<file path="src/rtl/pam_symbol_sampler_if.sv">
// Bundles the sampler's data-path signals.
//   master: drives the raw sample, the estimator outputs (period, phase_time,
//           phase_mark) and the slicer thresholds; receives the symbol stream.
//   slave : the sampler itself.
// Outputs returned to the master: sym, sym_valid, sample_out, locked, sym_count.
interface pam_symbol_sampler_if #(
  parameter int DATA_W   = 14,
  parameter int PERIOD_W = 21,
  parameter int PHASE_W  = 10
);
  logic signed [DATA_W-1:0]   signal_in;
  logic        [PERIOD_W-1:0] period;
  logic        [PHASE_W-1:0]  phase_time;
  logic                       phase_mark;
  logic signed [DATA_W-1:0]   thr_lo;
  logic signed [DATA_W-1:0]   thr_mid;
  logic signed [DATA_W-1:0]   thr_hi;
  logic        [1:0]          sym;
  logic                       sym_valid;
  logic signed [DATA_W-1:0]   sample_out;
  logic                       locked;
  logic        [15:0]         sym_count;

  modport master (
    output signal_in, period, phase_time, phase_mark, thr_lo, thr_mid, thr_hi,
    input  sym, sym_valid, sample_out, locked, sym_count
  );

  modport slave (
    input  signal_in, period, phase_time, phase_mark, thr_lo, thr_mid, thr_hi,
    output sym, sym_valid, sample_out, locked, sym_count
  );
endinterface

</file>
<file path="src/rtl/pam_symbol_sampler.sv">
// Samples a PAM stream once per symbol at the centre predicted by the
// period/phase estimator, slices it into one of four levels and tracks
// period stability to report lock.
// Ports:
//   clk  - system clock
//   rst  - asynchronous active-high reset
//   bus  - pam_symbol_sampler_if.slave:
//          in : signal_in, period, phase_time, phase_mark, thr_lo/mid/hi
//          out: sym, sym_valid (1-cycle pulse), sample_out, locked, sym_count
module pam_symbol_sampler #(
  parameter int DATA_W   = 14,
  parameter int PERIOD_W = 21,
  parameter int PHASE_W  = 10,
  parameter int LOCK_CNT = 8,
  parameter int TOL      = 4
) (
  input  logic                  clk,
  input  logic                  rst,
  pam_symbol_sampler_if.slave   bus
);

  localparam int LCW = $clog2(LOCK_CNT + 1);

  typedef enum logic [1:0] {IDLE, ALIGN, TRACK} state_t;

  state_t                     state;
  logic        [PERIOD_W-1:0] cnt;
  logic        [PERIOD_W-1:0] period_r;
  logic        [PHASE_W-1:0]  offset_r;
  logic        [LCW-1:0]      lock_cnt;
  logic        [LCW-1:0]      lock_nxt;
  logic                       locked_r;
  logic        [15:0]         sym_count_r;

  logic                       dec_p0;
  logic                       period_ok_p0;
  logic        [PERIOD_W:0]   diff_p0;
  logic        [PERIOD_W:0]   dist_p0;
  logic                       stable_p0;

  logic                       vld_p1;
  logic        [1:0]          sym_p1;
  logic signed [DATA_W-1:0]   sample_p1;

  // Four-level slicer; compares run in priority order so unordered
  // thresholds still yield a deterministic symbol.
  function automatic logic [1:0] slice(input logic signed [DATA_W-1:0] x,
                                       input logic signed [DATA_W-1:0] lo,
                                       input logic signed [DATA_W-1:0] mid,
                                       input logic signed [DATA_W-1:0] hi);
    if (x >= hi)       return 2'd3;
    else if (x >= mid) return 2'd2;
    else if (x >= lo)  return 2'd1;
    else               return 2'd0;
  endfunction

  // ---- stage p0: decision instant and lock bookkeeping ----
  always_comb begin
    dec_p0       = ((state == ALIGN) && (cnt == PERIOD_W'(offset_r))) ||
                   ((state == TRACK) && (cnt == period_r - PERIOD_W'(1)));
    period_ok_p0 = (bus.period >= PERIOD_W'(2));
    // One extra bit keeps the difference signed so the magnitude is exact.
    diff_p0      = {1'b0, bus.period} - {1'b0, period_r};
    dist_p0      = diff_p0[PERIOD_W] ? (~diff_p0 + (PERIOD_W+1)'(1)) : diff_p0;
    stable_p0    = (dist_p0 <= (PERIOD_W+1)'(TOL));

    lock_nxt = lock_cnt;
    if (bus.phase_mark && (state != IDLE)) begin
      if (period_ok_p0 && stable_p0)
        lock_nxt = (lock_cnt == LCW'(LOCK_CNT)) ? lock_cnt : lock_cnt + LCW'(1);
      else
        lock_nxt = '0;
    end
  end

  always_ff @(posedge clk or posedge rst) begin
    if (rst) begin
      state       <= IDLE;
      cnt         <= '0;
      period_r    <= '0;
      offset_r    <= '0;
      lock_cnt    <= '0;
      locked_r    <= 1'b0;
      sym_count_r <= '0;
      vld_p1      <= 1'b0;
      sym_p1      <= '0;
      sample_p1   <= '0;
    end else begin
      // ---- stage p1: registered decision outputs ----
      vld_p1 <= dec_p0;
      if (dec_p0) begin
        sample_p1   <= bus.signal_in;
        sym_p1      <= slice(bus.signal_in, bus.thr_lo, bus.thr_mid, bus.thr_hi);
        sym_count_r <= sym_count_r + 16'd1;
      end

      lock_cnt <= lock_nxt;
      locked_r <= (lock_nxt == LCW'(LOCK_CNT));

      case (state)
        IDLE: begin
          if (bus.phase_mark && period_ok_p0) begin
            period_r <= bus.period;
            offset_r <= bus.phase_time;
            cnt      <= '0;
            state    <= ALIGN;
          end
        end
        ALIGN, TRACK: begin
          cnt <= cnt + PERIOD_W'(1);
          if (dec_p0) begin
            cnt   <= '0;
            state <= TRACK;
          end
          // A mark overrides the decision's counter restart; the sample
          // taken this cycle is still emitted above.
          if (bus.phase_mark) begin
            cnt <= '0;
            if (period_ok_p0) begin
              period_r <= bus.period;
              offset_r <= bus.phase_time;
              state    <= ALIGN;
            end else begin
              state <= IDLE;
            end
          end
        end
        default: state <= IDLE;
      endcase
    end
  end

  assign bus.sym        = sym_p1;
  assign bus.sym_valid  = vld_p1;
  assign bus.sample_out = sample_p1;
  assign bus.locked     = locked_r;
  assign bus.sym_count  = sym_count_r;

endmodule

</file>
<file path="src/flat_wrapper.sv">
// flat-port wrapper written by rule: the top's interface ports become plain ports
module pam_symbol_sampler_flat 
#(
  parameter int DATA_W   = 14,
  parameter int PERIOD_W = 21,
  parameter int PHASE_W  = 10,
  parameter int LOCK_CNT = 8,
  parameter int TOL      = 4
)
  (clk, rst, bus_signal_in, bus_period, bus_phase_time, bus_phase_mark, bus_thr_lo, bus_thr_mid, bus_thr_hi, bus_sym, bus_sym_valid, bus_sample_out, bus_locked, bus_sym_count);
  pam_symbol_sampler_if #(.DATA_W(DATA_W), .PERIOD_W(PERIOD_W), .PHASE_W(PHASE_W)) bus_i ();
  input  logic clk;
  input  logic rst;
  input wire logic [$bits(bus_i.signal_in)-1:0] bus_signal_in;
  input wire logic [$bits(bus_i.period)-1:0] bus_period;
  input wire logic [$bits(bus_i.phase_time)-1:0] bus_phase_time;
  input wire logic [$bits(bus_i.phase_mark)-1:0] bus_phase_mark;
  input wire logic [$bits(bus_i.thr_lo)-1:0] bus_thr_lo;
  input wire logic [$bits(bus_i.thr_mid)-1:0] bus_thr_mid;
  input wire logic [$bits(bus_i.thr_hi)-1:0] bus_thr_hi;
  output wire logic [$bits(bus_i.sym)-1:0] bus_sym;
  output wire logic [$bits(bus_i.sym_valid)-1:0] bus_sym_valid;
  output wire logic [$bits(bus_i.sample_out)-1:0] bus_sample_out;
  output wire logic [$bits(bus_i.locked)-1:0] bus_locked;
  output wire logic [$bits(bus_i.sym_count)-1:0] bus_sym_count;
  assign bus_i.signal_in = bus_signal_in;
  assign bus_i.period = bus_period;
  assign bus_i.phase_time = bus_phase_time;
  assign bus_i.phase_mark = bus_phase_mark;
  assign bus_i.thr_lo = bus_thr_lo;
  assign bus_i.thr_mid = bus_thr_mid;
  assign bus_i.thr_hi = bus_thr_hi;
  assign bus_sym = bus_i.sym;
  assign bus_sym_valid = bus_i.sym_valid;
  assign bus_sample_out = bus_i.sample_out;
  assign bus_locked = bus_i.locked;
  assign bus_sym_count = bus_i.sym_count;
  pam_symbol_sampler #(.DATA_W(DATA_W), .PERIOD_W(PERIOD_W), .PHASE_W(PHASE_W), .LOCK_CNT(LOCK_CNT), .TOL(TOL)) u_core (.clk(clk), .rst(rst), .bus(bus_i));
endmodule
</file>
<file path="config.mk">
export PLATFORM = sky130hd
export DESIGN_NAME = pam_symbol_sampler_flat
export DESIGN_NICKNAME = d
export VERILOG_FILES = /design/src/rtl/pam_symbol_sampler_if.sv /design/src/rtl/pam_symbol_sampler.sv /design/src/flat_wrapper.sv
export SDC_FILE = /design/constraint.sdc
export NUM_CORES = 1
export LEC_CHECK = 0
export CAP_MARGIN = 30
export CORE_MARGIN = 2
export CORE_UTILIZATION = 50
export CTS_CLUSTER_DIAMETER = 60
export DETAILED_ROUTE_END_ITERATION = 8
export PLACE_DENSITY = 0.79
export SLEW_MARGIN = 20
export SYNTH_ARGS = -nofsm -noshare
export SYNTH_HDL_FRONTEND = slang
export SYNTH_SLANG_ARGS = --single-unit
</file>
<file path="constraint.sdc">
create_clock -name clk -period 4.15 [get_ports clk]
set_input_delay 0.6225 -clock clk [delete_from_list [all_inputs] [get_ports clk]]
set_output_delay 0.6225 -clock clk [all_outputs]
set_load 0.01 [all_outputs]
</file>
==> impl_metrics.py, run 1 <==
metrics = {
    "critical_path": {
        "r2r_slack_ns": -0.31,
        "timing.critical_path.buf_inv": 4,
        "crit_start": "bus_period[3]",
        "worst-path-max-fanout": 6,
        "reg2reg_from": "u_core.period_r[0]",
        "critPathArrivalTime_ns": 4.72,
        "timing.rr.end": "u_core.bus.locked",
        "crit_family": "compound AO/OA/AOI/OAI gates",
        "most_used_cell_along_the_critical_path": "sky130_fd_sc_hd__buf_4",
        "critical_path_cell_by_cell": "dlygate4sd2_1 > ha_2 > nand3_1 > and2_1 > buf_4 > a211oi_1 > a211oi_1 > buf_4 > buf_4 > o211ai_1 > o2111ai_1 > a211o_1 > or3_1 > or4_4 > o32ai_4 > nor4b_2",
        "critPathSlowestCell": "sky130_fd_sc_hd__or4_4",
        "critical_path_rt_ns": 4.38,
        "critPathMaxStageDelay_ns": 0.61,
        "critPathLaunchType": "primary input",
        "timing_worst_setup_path_type": "in2reg",
        "cp_num_cells": 16,
        "setup.worst_path.end_class": "flop",
        "reg2regPathDepth": 16,
    },
    "power_and_ir_drop": {
        "power.static_leakage_nw": 5.44,
        "cellPowerDensity_nw_per_um2": 464,
        "ir_worst_vdd_mv": 0.295,
        "overall_power_consumption_mw": 5.57,
    },
    "grt": {
        "met3_routing_resource_usage_after_global_routing_pct": 6.10,
        "global_route.peak_usage_layer": "met2",
        "met1_usage_pct": 36.7,
        "grt_antenna_before_repair": 0,
        "gr-total-overflow": 0,
        "first_pass_grt_wire_length_um": 42100,
        "groute.usage.overall_pct": 29.4,
        "use_met2_pct": 52.0,
        "grt_max_degree": 74,
        "grt_pass1_vias": 8813,
    },
    "sta": {
        "final-setup-viol-count": 4,
        "final_hold_viol_count": 0,
        "finalCritPeriodShare_pct": 108,
        "timing_max_transition_violations_final": 0,
        "achievable-frequency_mhz": 223,
        "final.setup.worst_slack_ns": -0.338,
        "fin_skew_ns": 0.0101,
        "layout_min_cycle_time_ns": 4.49,
        "unrepaired_setup_endpoints_after_global_routing": "true",
        "maxSlewHeadroom_pct": 50.9,
        "timing_worst_slew_pin_value_ns": 0.734,
        "whs_ns": 0.463,
    },
    "clocking": {
        "cts_tree": "yes",
        "clk_path_buf_depth": 2,
        "tritoncts.num_buffers": 9,
        "htree_levels": 3,
        "quantity_of_hold_fixing_buffers_added_after_cts": 0,
        "total_clock_sinks": 92,
        "worst_skew_pair.late_latency_ns": 0.36,
        "cts_root_buf": "sky130_fd_sc_hd__clkbuf_16",
        "path_clk_slew_ns": 0.07,
    },
    "finish": {
        "design_area_um2": 12000,
        "layout.filler_cells": 1102,
        "area_overhead_of_the_layout_relative_to_synthesis_pct": 47.7,
        "antennaDiodeCount": 0,
        "fin_util_pct": 75.5,
        "design.final.nets": 1484,
        "layout-drive-gt1-share_pct": 25.2,
    },
    "route": {
        "drt-total-wl_um": 26400,
        "drt_iter0_markers": 636,
        "detail_route.wl_per_cell_um": 17.1,
        "firstDrtPassIters": 5,
        "drc_violation_count_after_routing": 0,
        "route.vias.total": 8988,
        "drtAntennaViolNets": 0,
        "detail_route.vias_per_cell": 5.83,
    },
    "min_path": {
        "min_delay_worst_endpoint": "u_core.bus.sample_out[8]",
        "hold_path_depth": 2,
        "hold_path_startpoint": "u_core.bus.sample_out[8]",
        "hold_class": "reg2reg",
    },
    "yosys": {
        "synth_edf_count": 0,
        "post_synth_instance_area_um2": 8120,
        "synth.distinct_cells": 80,
        "syn-instance-count": 1001,
        "synth_ff_type": "sky130_fd_sc_hd__dfrtp_1",
        "syn_nets": 1164,
        "ff_latch_count_synth": 92,
        "post_synth.cell_area_avg_um2": 8.12,
        "synth-async-reset-ratio_pct": 100,
        "ys_seq_area_share_pct": 28.3,
        "yosysWarnings": 0,
    },
    "floorplanning": {
        "die_width_um": 131,
        "initial_core_util_pct": 51.1,
        "placementRows": 46,
        "floorplan.die_area_um2": 17300,
        "die_h_um": 131,
        "core_area_um2": 15900,
        "top_level_i_o_count": 124,
    },
    "placement": {
        "place_worst_setup_slack_ns": -1.08,
        "place.port_buffers": 123,
        "place.detailed.hpwl_um": 19700,
        "routabilityCongestion": 0.973,
        "postPlaceCellArea_um2": 11100,
    },
    "run": {
        "max_cap_violations": 0,
    },
    "outcome": {
        "violations": "negative setup slack",
        "outcome": "finished, violations left",
    },
}
[logic make-up (layout without fill, tap and decap cells)]
kind of cell	count (synthesis)	count (layout)	share of synthesized area (%)
compound gates	231	231	19.3
simple gates	399	399	25.3
fa+ha+maj	73	73	11.3
flops	92	92	28.3
buf+inv	114	439	5.34
mux	17	17	2.26
xor+xnor	75	75	8.09
[area by class of cell]
class                      count  area [um^2]  share of cell area, %
clock inverter                 6          100                  0.834
tap                          216          270                   2.25
clock buffer                  10          239                   1.99
sequential                    92         2300                   19.2
timing repair buffer         344         2950                   24.6
inverter                      79          317                   2.64
multi-input combinational    795         5820                   48.5
[layer usage]
metal | share of wire, % | vias up | routed length [um]
li1 | - | 4242 | -
met1 | 41 | 4311 | 10900
met2 | 49 | 371 | 12900
met3 | 7.2 | 64 | 1910
met4 | 2.5 | 0 | 649
met5 | 0 | - | 0
[worst register-to-register path: stages, from the launching register on]
cell and delay [ns]:
sky130_fd_sc_hd__dfrtp_1 0.41, sky130_fd_sc_hd__ha_4 0.15, sky130_fd_sc_hd__inv_2 0.04, sky130_fd_sc_hd__fa_2 0.39
sky130_fd_sc_hd__buf_6 0.14, sky130_fd_sc_hd__a211oi_4 0.31, sky130_fd_sc_hd__o21ai_4 0.10, sky130_fd_sc_hd__or3_1 0.32
sky130_fd_sc_hd__and3b_2 0.25, sky130_fd_sc_hd__buf_6 0.14, sky130_fd_sc_hd__o211ai_1 0.30, sky130_fd_sc_hd__o2111ai_1 0.17
sky130_fd_sc_hd__a211o_1 0.29, sky130_fd_sc_hd__or3_1 0.35, sky130_fd_sc_hd__or4_4 0.61, sky130_fd_sc_hd__o32ai_4 0.28
sky130_fd_sc_hd__nor4b_2 0.07
[synth_stat cells (all sizes together) (15+ instances only)]
cell type / instances / share of area [%]
dfrtp: 92 / 28
ha: 72 / 11
a21oi: 49 / 3.0
nor2: 59 / 2.7
nand4: 21 / 1.6
nand2: 135 / 6.2
clkbuf: 31 / 1.4
nor3: 19 / 1.2
o21ai: 62 / 3.8
nor2b: 18 / 1.5
xor2: 31 / 3.3
nor4: 20 / 1.6
nand3: 31 / 1.9
inv: 78 / 3.6
nand2b: 15 / 1.2
xnor2: 44 / 4.7
[report_power, final]
| group | switching [mW] | internal [mW] | leakage (nW) |
|---|---|---|---|
| logic | 1.75 | 1.75 | 4.13 |
| registers | 0.100 | 1.01 | 1.14 |
| clock network | 0.396 | 0.558 | 0.168 |
[sequential cells by signal (all words and copies together) (netlist names)]
name / cells
u_core.bus.sample_out: 14
u_core.state: 2
u_core.lock_cnt: 4
u_core.period_r: 21
u_core.bus.sym_valid: 1
u_core.bus.sym_count: 16
u_core.cnt: 21
u_core.offset_r: 10
u_core.bus.sym: 2
u_core.bus.locked: 1
[through the flow]
| step | setup TNS [ns] | std cells |
|---|---|---|
| floorplan | -0.793 | 1001 |
| CTS | -1.30 | 1532 |
| global placement | -4.06 | 1505 |
| global route | -1.69 | 1542 |
| finish | -1.05 | 1542 |
| detailed placement | -4.88 | 1506 |
[what timing repair did]
item,in CTS,in global routing
pin swaps,18,31
gates resized for setup,29,62
endpoints found under the setup margin,19,27
buffers inserted,10,11
[worst max path at each step]
stage / to / slack, ns
final: u_core.bus.locked / -0.34
after CTS: u_core.lock_cnt[0] / -0.38
after global placement: u_core.lock_cnt[0] / -0.94
after floorplan: u_core.lock_cnt[0] / -0.25
after detailed placement: u_core.lock_cnt[0] / -1.08
after global routing: u_core.bus.locked / -0.47
[placed cells by master, fill, tap and decap left out, types with 5 or more instances in the layout]
cell                              netlist  routed
sky130_fd_sc_hd__a21oi_1               49      40
sky130_fd_sc_hd__o2111ai_1              5       5
sky130_fd_sc_hd__xnor2_1               44      42
sky130_fd_sc_hd__nand3_1               31      31
sky130_fd_sc_hd__dfrtp_1               92      92
sky130_fd_sc_hd__or3_1                 13      13
sky130_fd_sc_hd__nor2_1                59      54
sky130_fd_sc_hd__ha_1                  72      65
sky130_fd_sc_hd__clkbuf_16              0       9
sky130_fd_sc_hd__a211oi_1              13      10
sky130_fd_sc_hd__nand2b_1              15      15
sky130_fd_sc_hd__mux2i_1                6       6
sky130_fd_sc_hd__nand4_1               21      21
sky130_fd_sc_hd__buf_4                  0     214
sky130_fd_sc_hd__a21oi_2                0       8
sky130_fd_sc_hd__a21o_1                11      11
sky130_fd_sc_hd__ha_4                   0       5
sky130_fd_sc_hd__a31oi_1                6       6
sky130_fd_sc_hd__buf_6                  0       6
sky130_fd_sc_hd__nand2_1              135     133
sky130_fd_sc_hd__nor4b_1                8       5
sky130_fd_sc_hd__mux2_2                11      11
sky130_fd_sc_hd__clkdlybuf4s50_1        0     113
sky130_fd_sc_hd__and3_1                11      10
sky130_fd_sc_hd__and2_1                12      11
sky130_fd_sc_hd__xor2_1                31      29
sky130_fd_sc_hd__o211ai_1               8       8
sky130_fd_sc_hd__nand3b_1               5       5
sky130_fd_sc_hd__and4_1                 8       8
sky130_fd_sc_hd__nor3_1                19      15
sky130_fd_sc_hd__o21a_1                10      10
sky130_fd_sc_hd__nor2b_1               17      16
sky130_fd_sc_hd__nor4_1                19      16
sky130_fd_sc_hd__o21ai_0               61      58
sky130_fd_sc_hd__inv_1                 78      75
sky130_fd_sc_hd__o22ai_1                7       5
(Power assumes the default switching activity.)
==> inputs of run 2 (changes only) <==
CORE_MARGIN = not set   (was 2)
==> impl_metrics.py, run 2 (synthesis results as in run 1) <==
metrics = {
    "outcome": {
        "outcome": "finished, violations left",
        "violations": "negative setup slack",
    },
    "finish": {
        "design.final.nets": 1485,
        "area_of_the_multi_input_gates_um2": 5800,
        "mostFrequentLayoutCells": "215 x sky130_fd_sc_hd__buf_4, 134 x sky130_fd_sc_hd__nand2_1, 112 x sky130_fd_sc_hd__clkdlybuf4s50_1, 92 x sky130_fd_sc_hd__dfrtp_1, 75 x sky130_fd_sc_hd__inv_1",
        "area.sequential_um2": 2300,
        "layout-drive-gt1-share_pct": 24.1,
        "antennaDiodeCount": 0,
        "layout.filler_cells": 1106,
        "area_overhead_of_the_layout_relative_to_synthesis_pct": 46.9,
        "mostFrequentLayoutCell": "sky130_fd_sc_hd__buf_4",
    },
    "clocking": {
        "tritoncts.num_buffers": 9,
        "path_clk_slew_ns": 0.07,
        "cts_tree": "yes",
        "clk_path_buf_depth": 2,
        "worst_skew_pair.late_latency_ns": 0.35,
        "total_clock_sinks": 92,
        "htree_levels": 3,
        "cts_root_buf": "sky130_fd_sc_hd__clkbuf_16",
    },
    "grt": {
        "use_met2_pct": 50.2,
        "grt_pass1_vias": 8415,
        "met3_routing_resource_usage_after_global_routing_pct": 5.57,
        "gr-total-overflow": 0,
        "met1_usage_pct": 38.0,
        "groute.usage.overall_pct": 29.6,
        "first_pass_grt_wire_length_um": 39300,
        "grt_antenna_before_repair": 0,
        "global_route.peak_usage_layer": "met2",
        "grt_max_degree": 51,
    },
    "min_path": {
        "hold_path_startpoint": "u_core.bus.sample_out[1]",
        "hold_class": "reg2reg",
        "min_delay_worst_endpoint": "u_core.bus.sample_out[1]",
        "hold_path_depth": 2,
    },
    "placement": {
        "place.port_buffers": 123,
        "place.detailed.hpwl_um": 19100,
        "routabilityCongestion": 0.950,
    },
    "floorplanning": {
        "top_level_i_o_count": 124,
        "core_area_um2": 15900,
        "initial_core_util_pct": 51.1,
        "die_h_um": 129,
        "placementRows": 46,
        "floorplan.die_area_um2": 16800,
        "die_width_um": 129,
    },
    "power_and_ir_drop": {
        "power.static_leakage_nw": 5.38,
        "ir_worst_vdd_mv": 0.260,
        "power_frac_clock_pct": 15.3,
        "sw_share_pct": 40.6,
        "cellPowerDensity_nw_per_um2": 456,
        "overall_power_consumption_mw": 5.44,
        "power_report.internal_total_mw": 3.24,
        "comb_power_share_pct": 64.3,
        "share_seq_of_total_power_pct": 20.5,
        "net-switching-power_mw": 2.21,
    },
    "critical_path": {
        "reg2reg_from": "u_core.period_r[0]",
        "reg2regPathDepth": 16,
        "worst-path-max-fanout": 6,
        "timing.rr.end": "u_core.bus.locked",
        "timing_worst_setup_path_type": "in2reg",
        "critical_path_rt_ns": 4.37,
        "critPathLaunchType": "primary input",
        "critPathArrivalTime_ns": 4.58,
        "setup.worst_path.end_class": "flop",
        "r2r_slack_ns": -0.20,
    },
    "sta": {
        "fin_skew_ns": 0.0104,
        "timing_worst_slew_pin_value_ns": 0.595,
        "final-setup-viol-count": 4,
        "maxSlewHeadroom_pct": 60.0,
        "timing_max_transition_violations_final": 0,
        "layout_min_cycle_time_ns": 4.36,
        "final.setup.worst_slack_ns": -0.215,
        "unrepaired_setup_endpoints_after_global_routing": "true",
        "fin_setup_tns_ns": -0.701,
        "achievable-frequency_mhz": 229,
        "final_hold_viol_count": 0,
        "finalCritPeriodShare_pct": 105,
    },
    "route": {
        "drt-total-wl_um": 25000,
        "detail_route.vias_per_cell": 5.69,
        "route.vias.total": 8769,
        "drt_iter0_markers": 630,
        "drtAntennaViolNets": 0,
        "detail_route.wl_per_cell_um": 16.2,
        "firstDrtPassIters": 6,
        "drc_violation_count_after_routing": 0,
    },
    "run": {
        "max_cap_violations": 0,
    },
}
-- run 2: changes by cell type in the layout (fill, tap and decap cells not counted), moves of 3 or more --
cell | previous run | this run
sky130_fd_sc_hd__a21oi_2 | 8 | 3
sky130_fd_sc_hd__buf_12 | 0 | 3
sky130_fd_sc_hd__a21oi_1 | 40 | 45
sky130_fd_sc_hd__nor2_2 | 4 | 1
sky130_fd_sc_hd__dlygate4sd2_1 | 4 | 7
sky130_fd_sc_hd__clkinvlp_4 | 0 | 3
-- run 2: worst max-delay path, cell delays in order --
cell	delay (ns)
sky130_fd_sc_hd__buf_12	0.11
sky130_fd_sc_hd__inv_12	0.04
sky130_fd_sc_hd__ha_4	0.12
sky130_fd_sc_hd__inv_2	0.04
sky130_fd_sc_hd__fa_2	0.39
sky130_fd_sc_hd__a211o_1	0.30
sky130_fd_sc_hd__a21oi_2	0.19
sky130_fd_sc_hd__o22ai_2	0.09
sky130_fd_sc_hd__a2111o_1	0.39
sky130_fd_sc_hd__or4_4	0.50
sky130_fd_sc_hd__buf_6	0.16
sky130_fd_sc_hd__o41ai_4	0.34
sky130_fd_sc_hd__xnor2_1	0.15
sky130_fd_sc_hd__o21ai_1	0.13
sky130_fd_sc_hd__or4_4	0.64
sky130_fd_sc_hd__buf_6	0.16
sky130_fd_sc_hd__o22ai_4	0.12
sky130_fd_sc_hd__nor4b_2	0.07
-- run 2: worst max path at each step --
stage | start | to | slack, ns | depth (start not counted)
6_report | bus_period[0] | u_core.bus.locked | -0.21 | 18
5_1_grt | u_core.period_r[1] | u_core.bus.locked | -0.36 | 18
4_1_cts | bus_period[0] | u_core.bus.locked | -0.41 | 19
3_5_place_dp | bus_period[0] | u_core.bus.locked | -1.02 | 18
3_3_place_gp | bus_period[0] | u_core.lock_cnt[0] | -0.93 | 19
2_1_floorplan | bus_period[0] | u_core.lock_cnt[0] | -0.25 | 18
-- run 2: power by group through the flow --
stage	Sequential, mW	Combinational [mW]	Clock [mW]
after floorplan	1.14	1.60	0
after global placement	1.12	2.98	0
after detailed placement	1.13	3.03	0
after CTS	1.11	3.16	0.850
after global routing	1.13	3.77	0.885
final	1.11	3.50	0.832
-- run 2: what timing repair did --
item	CTS	global route
resized for setup	31	53
buffers inserted	15	9
endpoints found under the setup margin	5	10
pin swaps	20	35
hold buffers	0	0
endpoints found under the hold margin	0	0
-- run 2: routing by layer --
metal,share of wire (%),up-vias
met5,0,-
li1,-,4248
met2,48,328
met4,2.2,0
met3,7.1,55
met1,43,4138
-- run 2: stage by stage --
step                setup WS (ns)  util, %  std cells  hold WS [ns]  area [um^2]
floorplan                  -0.252        -       1001         0.502         8220
CTS                        -0.412     73.0       1535         0.476        11600
detailed placement          -1.02     69.9       1505         0.459        11100
global placement           -0.934     69.9       1505         0.450        11100
global route               -0.356     75.1       1542         0.507        11900
finish                     -0.215     75.1       1542         0.471        11900
-- run 2: cell type report --
class	count	share of cell area, %
Sequential cell	92	19.3
Clock buffer	9	1.89
Timing Repair Buffer	345	24.7
Inverter	79	2.64
Clock inverter	6	0.650
Tap cell	216	2.27
Multi-Input combinational cell	795	48.6
